## src/rtl/divider.sv

```systemverilog
// Sequential restoring divider: 2N-bit dividend / N-bit divisor -> N-bit quotient and remainder.
// One load edge, then N shift/subtract steps; the work register is visible on the outputs.
module divider #(
    parameter int unsigned N = 4
) (
    input  logic           clock,
    input  logic           reset_n,
    input  logic           start,
    input  logic [2*N-1:0] dividend,
    input  logic [N-1:0]   divisor,
    output logic [N-1:0]   quotient,
    output logic [N-1:0]   remainder,
    output logic           ready,
    output logic           overflow
);

    localparam int unsigned CntW = $clog2(N + 1);

    typedef enum logic [1:0] {
        StIdle,
        StRun,
        StDone
    } state_e;

    state_e          state_q, state_d;
    logic [N:0]      r_q, r_d;
    logic [N-1:0]    q_q, q_d;
    logic [N-1:0]    d_q, d_d;
    logic [CntW-1:0] cnt_q, cnt_d;
    logic            ready_q, ready_d;
    logic            overflow_q, overflow_d;

    logic [2*N:0]    w_sh;
    logic [N:0]      r_sh;
    logic [N:0]      r_sub;
    logic [N-1:0]    q_sh;
    logic [N-1:0]    dividend_hi;

    always_ff @(posedge clock) begin
        if (!reset_n) begin
            state_q    <= StIdle;
            r_q        <= '0;
            q_q        <= '0;
            d_q        <= '0;
            cnt_q      <= '0;
            ready_q    <= 1'b0;
            overflow_q <= 1'b0;
        end else begin
            state_q    <= state_d;
            r_q        <= r_d;
            q_q        <= q_d;
            d_q        <= d_d;
            cnt_q      <= cnt_d;
            ready_q    <= ready_d;
            overflow_q <= overflow_d;
        end
    end

    always_comb begin
        state_d     = state_q;
        r_d         = r_q;
        q_d         = q_q;
        d_d         = d_q;
        cnt_d       = cnt_q;
        ready_d     = ready_q;
        overflow_d  = overflow_q;

        dividend_hi = dividend[2*N-1:N];
        w_sh        = {r_q, q_q} << 1;
        r_sh        = w_sh[2*N:N];
        q_sh        = w_sh[N-1:0];
        r_sub       = r_sh - {1'b0, d_q};

        if (start) begin
            d_d        = divisor;
            cnt_d      = CntW'(N);
            ready_d    = 1'b0;
            overflow_d = 1'b0;
            // High half >= divisor means the quotient cannot fit in N bits (covers divisor==0).
            if (dividend_hi >= divisor) begin
                r_d        = '0;
                q_d        = '1;
                overflow_d = 1'b1;
                ready_d    = 1'b1;
                state_d    = StDone;
            end else begin
                r_d     = {1'b0, dividend_hi};
                q_d     = dividend[N-1:0];
                state_d = StRun;
            end
        end else if (state_q == StRun) begin
            r_d = r_sh;
            q_d = q_sh;
            if (r_sh >= {1'b0, d_q}) begin
                r_d    = r_sub;
                q_d[0] = 1'b1;
            end
            cnt_d = cnt_q - 1'b1;
            if (cnt_q == CntW'(1)) begin
                ready_d = 1'b1;
                state_d = StDone;
            end
        end
    end

    assign quotient  = q_q;
    assign remainder = r_q[N-1:0];
    assign ready     = ready_q;
    assign overflow  = overflow_q;

endmodule

```

## config.mk

```make
export PLATFORM = sky130hd
export DESIGN_NAME = divider
export DESIGN_NICKNAME = d
export VERILOG_FILES = /design/src/rtl/divider.sv
export SDC_FILE = /design/constraint.sdc
export NUM_CORES = 1
export LEC_CHECK = 0
export CAP_MARGIN = 15
export CELL_PAD_IN_SITES_DETAIL_PLACEMENT = 0
export CELL_PAD_IN_SITES_GLOBAL_PLACEMENT = 1
export CORE_ASPECT_RATIO = 0.6
export CORE_MARGIN = 2
export CORE_UTILIZATION = 32
export CTS_CLUSTER_SIZE = 10
export DETAILED_ROUTE_END_ITERATION = 8
export PLACE_DENSITY = 0.82
export SYNTH_ARGS = -nofsm -noshare
export SYNTH_HDL_FRONTEND = slang
export SYNTH_SLANG_ARGS = --single-unit
```

## constraint.sdc

```tcl
create_clock -name clock -period 1.8 [get_ports clock]
set_input_delay 0.18 -clock clock [delete_from_list [all_inputs] [get_ports clock]]
set_output_delay 0.18 -clock clock [all_outputs]
set_load 0.02 [all_outputs]
```

==> report_table.html <==
<table>
<tr><th>Metric</th><th>Value</th></tr>
<tr><th colspan="2">Drt</th></tr>
<tr><td>Number of vias in the routed layout</td><td>between 1,000 and 1,500</td></tr>
<tr><td>Post-route ant nets</td><td>0</td></tr>
<tr><td>Detailed-router iteration count before antenna repair</td><td>4</td></tr>
<tr><td>Average wire per cell in the routed design</td><td>13.67 um</td></tr>
<tr><td>Routed WL</td><td>2858 um</td></tr>
<tr><td>Number of design rule violations left after detail routing</td><td>0</td></tr>
<tr><td>Number of vias per cell after detailed routing</td><td>roughly 5</td></tr>
<tr><td>Detailed router's first-iteration violation count</td><td>27</td></tr>
<tr><th colspan="2">Floorplanning</th></tr>
<tr><td>Core box area</td><td>2984 sq um</td></tr>
<tr><td>Chip width</td><td>about 78 um</td></tr>
<tr><td>Top-level port count</td><td>25</td></tr>
<tr><td>Initial core utilization</td><td>between 30% and 40%</td></tr>
<tr><td>Die Height</td><td>approximately 48 um</td></tr>
<tr><td>Standard-cell row count</td><td>15</td></tr>
<tr><td>Total die area</td><td>around 3700 sq um</td></tr>
<tr><th colspan="2">Power and ir drop</th></tr>
<tr><td>Power density of the placed cells</td><td>roughly 800 nW/um^2</td></tr>
<tr><td>IR Drop Worst-Case VDD</td><td>about 0.34 mV</td></tr>
<tr><td>LEAKAGE</td><td>roughly 0.67 nW</td></tr>
<tr><th colspan="2">Clock network</th></tr>
<tr><td>Max clock buf depth</td><td>2</td></tr>
<tr><td>CTS root buf</td><td>sky130_fd_sc_hd__clkbuf_8</td></tr>
<tr><td>Number of buffers created by CTS</td><td>3</td></tr>
<tr><td>Cts-stage hold buffer count</td><td>0</td></tr>
<tr><td>Clock tree from TritonCTS</td><td>built</td></tr>
<tr><td>Max H-tree Level</td><td>1</td></tr>
<tr><td>Clock tree sinks</td><td>18</td></tr>
<tr><td>Source-to-sink clock delay at the later pin of the worst-skew pair</td><td>~0.26 ns</td></tr>
<tr><td>Clock transition time at the flip-flop clock pins of the worst setup and hold paths</td><td>roughly 0.07 ns</td></tr>
<tr><th colspan="2">Timing</th></tr>
<tr><td>Upper clock frequency limit</td><td>just under 0.6 GHz</td></tr>
<tr><td>Final sum of negative setup slack</td><td>0 ns</td></tr>
<tr><td>Final period util</td><td>96.05%</td></tr>
<tr><td>Worst slew margin</td><td>about two thirds</td></tr>
<tr><td>Setup repair after global routing missed its margin</td><td>no</td></tr>
<tr><td>Final-report setup violation count</td><td>0</td></tr>
<tr><td>Number of max-slew violations in the final report</td><td>0</td></tr>
<tr><td>Minimum period implied by the final worst setup slack</td><td>between 1.5 and 2 ns</td></tr>
<tr><td>Clock skew after layout</td><td>~0.00075 ns</td></tr>
<tr><td>Tightest Pin Transition</td><td>0.5144 ns</td></tr>
<tr><td>Final Hold Vio Count</td><td>0</td></tr>
<tr><th colspan="2">Final layout</th></tr>
<tr><td>Layout fillers</td><td>289</td></tr>
<tr><td>Top library cells by usage in the layout, fill and taps aside</td><td>sky130_fd_sc_hd__clkdlybuf4s50_1, sky130_fd_sc_hd__dfxtp_1, sky130_fd_sc_hd__inv_1, sky130_fd_sc_hd__buf_4, sky130_fd_sc_hd__nor2_1</td></tr>
<tr><td>Combined flip-flop and latch cell area</td><td>around 360 sq um</td></tr>
<tr><td>Fin cells</td><td>209</td></tr>
<tr><td>Count of nets after finishing</td><td>just under 200</td></tr>
<tr><td>Multi-input gate area</td><td>around 660 sq um</td></tr>
<tr><td>Fraction of layout cells with a size suffix above 1</td><td>roughly 19%</td></tr>
<tr><td>N_diodes</td><td>0</td></tr>
<tr><td>Most common cell after layout, fill and taps aside</td><td>sky130_fd_sc_hd__clkdlybuf4s50_1</td></tr>
<tr><td>Area growth syn-to-layout</td><td>48.68%</td></tr>
<tr><th colspan="2">Yosys</th></tr>
<tr><td>Number of flip-flops and latches in the synthesized netlist</td><td>18</td></tr>
<tr><td>Gate count of the mapped netlist</td><td>about 130</td></tr>
<tr><td>Synthesis Warnings</td><td>0</td></tr>
<tr><td>Post-Synthesis Mean Instance Area</td><td>8.282 sq um</td></tr>
<tr><td>Area of the mapped netlist</td><td>1044 sq um</td></tr>
<tr><td>Number of distinct library cell variants in the gate-level netlist after synthesis</td><td>32</td></tr>
<tr><td>Synth Net Count</td><td>about 150</td></tr>
<tr><td>Fraction of the yosys area taken by sequential cells</td><td>between 30% and 40%</td></tr>
<tr><th colspan="2">GRT</th></tr>
<tr><td>Via count of the first global-routing pass</td><td>1,003</td></tr>
<tr><td>Antenna violations before repair</td><td>0</td></tr>
<tr><td>Largest net degree at the start of global routing</td><td>13</td></tr>
<tr><td>Wire length of the first global-routing pass</td><td>approximately 4500 um</td></tr>
<tr><td>Total congestion overflow</td><td>0</td></tr>
<tr><td>All-Layer GR Usage</td><td>between 15 and 20%</td></tr>
<tr><th colspan="2">Critical path</th></tr>
<tr><td>CP startpoint kind</td><td>input pin</td></tr>
<tr><td>Crit path required time</td><td>1.98 ns</td></tr>
<tr><td>WS Path Type</td><td>in -&gt; reg</td></tr>
<tr><td>Biggest fanout along the worst timing path</td><td>6</td></tr>
<tr><td>Type of destination of the critical path</td><td>register</td></tr>
<tr><td>Data arrival time of the critical path</td><td>~1.9 ns</td></tr>
<tr><th colspan="2">Placement</th></tr>
<tr><td>Placed wire-length estimate after detailed placement</td><td>roughly 2200 um</td></tr>
<tr><td>Final GP Congestion</td><td>just under 0.8</td></tr>
<tr><td>Port Buffer Count</td><td>24</td></tr>
<tr><td>Cells after DPL</td><td>about 200</td></tr>
<tr><th colspan="2">Flow run</th></tr>
<tr><td>Count of max-cap constraint violations</td><td>0</td></tr>
<tr><th colspan="2">Outcome</th></tr>
<tr><td>Result of the run</td><td>finished clean</td></tr>
<tr><th colspan="2">Min path</th></tr>
<tr><td>Kind of path behind the tightest hold check</td><td>in -&gt; reg</td></tr>
</table>
[stage by stage]
stage | setup slack, ns | hold WS [ns] | power [mW] | utilization (%) | instance area [sq um]
finish | 0.07114 | 0.2367 | 1.243 | 51.99 | 1551
global route | 0.002363 | 0.2521 | 1.325 | 51.99 | 1551
CTS | 0.005196 | 0.4723 | 1.206 | 49.56 | 1479
detailed placement | -0.3218 | 0.4546 | 0.8588 | 47.59 | 1420
global placement | -0.2715 | 0.4472 | 0.8499 | 47.59 | 1420
floorplan | 0.02293 | 0.3090 | 0.6905 | - | 1044
[final cells by class]
class / count / area share, %
Tap cell: 42 / 3.387
Clock buffer: 4 / 3.548
Timing Repair Buffer: 40 / 23.39
Sequential cell: 18 / 23.31
Inverter: 16 / 3.871
Multi-Input combinational cell: 89 / 42.50
[worst paths after layout]
kind,from,to,slack (ns),depth (start not counted)
worst min-delay path,divisor[2],d_q[2],0.24,3
worst max-delay path,dividend[6],r_q[2],0.07,7
worst min register to register,overflow,overflow,0.47,2
worst max register to register,d_q[1],r_q[0],0.12,7
[metal layers]
layer / routed length (um) / GRT usage [%] / share of wire, %
met3: 153 / 4.444 / 5.4
met2: 1301 / 28.45 / 46
met5: 0 / 0 / 0
met4: 8 / 3.214 / 0.28
met1: 1395 / 21.14 / 49
[synth_stat cells (all sizes together)]
master,instances,share of area (%)
nand3b,1,0.72
mux2,1,1.1
a21boi,1,1.1
nand4,1,0.60
o211ai,1,0.72
nand3,1,0.48
xor2,1,0.84
ha,10,12
a211o,1,0.84
o211a,1,0.96
o21ai,4,1.9
buf,2,0.96
nor4b,1,0.84
a22oi,3,2.2
dfxtp,18,35
fa,1,1.9
or2,4,2.4
xnor2,2,1.7
mux2i,6,5.8
nand2,8,3.1
a31oi,2,1.2
nor2b,2,1.2
inv,16,5.8
o31ai,1,0.72
clkbuf,1,0.36
a211oi,1,0.72
nor2,16,6.0
a21oi,16,7.7
o22ai,3,1.8
[cell families (layout without fill, tap and decap cells)]
group,count (synthesis),after routing,share of synthesized area (%)
fa+ha+maj,11,11,13.91
mux,7,7,6.835
buf+inv,19,60,7.074
flops,18,18,34.53
xor+xnor,3,3,2.518
simple gates,34,34,15.35
compound gates,34,34,19.78
[worst max-delay path, cell delays in order]
cell,delay [ns]
sky130_fd_sc_hd__clkdlybuf4s50_1,0.45
sky130_fd_sc_hd__ha_1,0.30
sky130_fd_sc_hd__or2_1,0.24
sky130_fd_sc_hd__a211o_4,0.38
sky130_fd_sc_hd__nand2_4,0.10
sky130_fd_sc_hd__a22oi_1,0.09
sky130_fd_sc_hd__o22ai_1,0.17
[repair_timing]
action,CTS,global route
endpoints found under the setup margin,3,5
buffers inserted,0,3
gates resized for setup,1,10
pin swaps,2,6
[where the power goes]
group          internal [mW]  switching, mW  total (mW)  leakage [nW]
registers              0.433         0.0246       0.458         0.149
logic                  0.227          0.219       0.446         0.490
clock network          0.195          0.145       0.340        0.0288
[state kept, by name, summed over array words and instances (netlist names)]
register / count
overflow: 1
r_q: 4
cnt_q: 3
quotient: 4
state_q: 2
d_q: 4
Power figures use the tool's default switching activity.
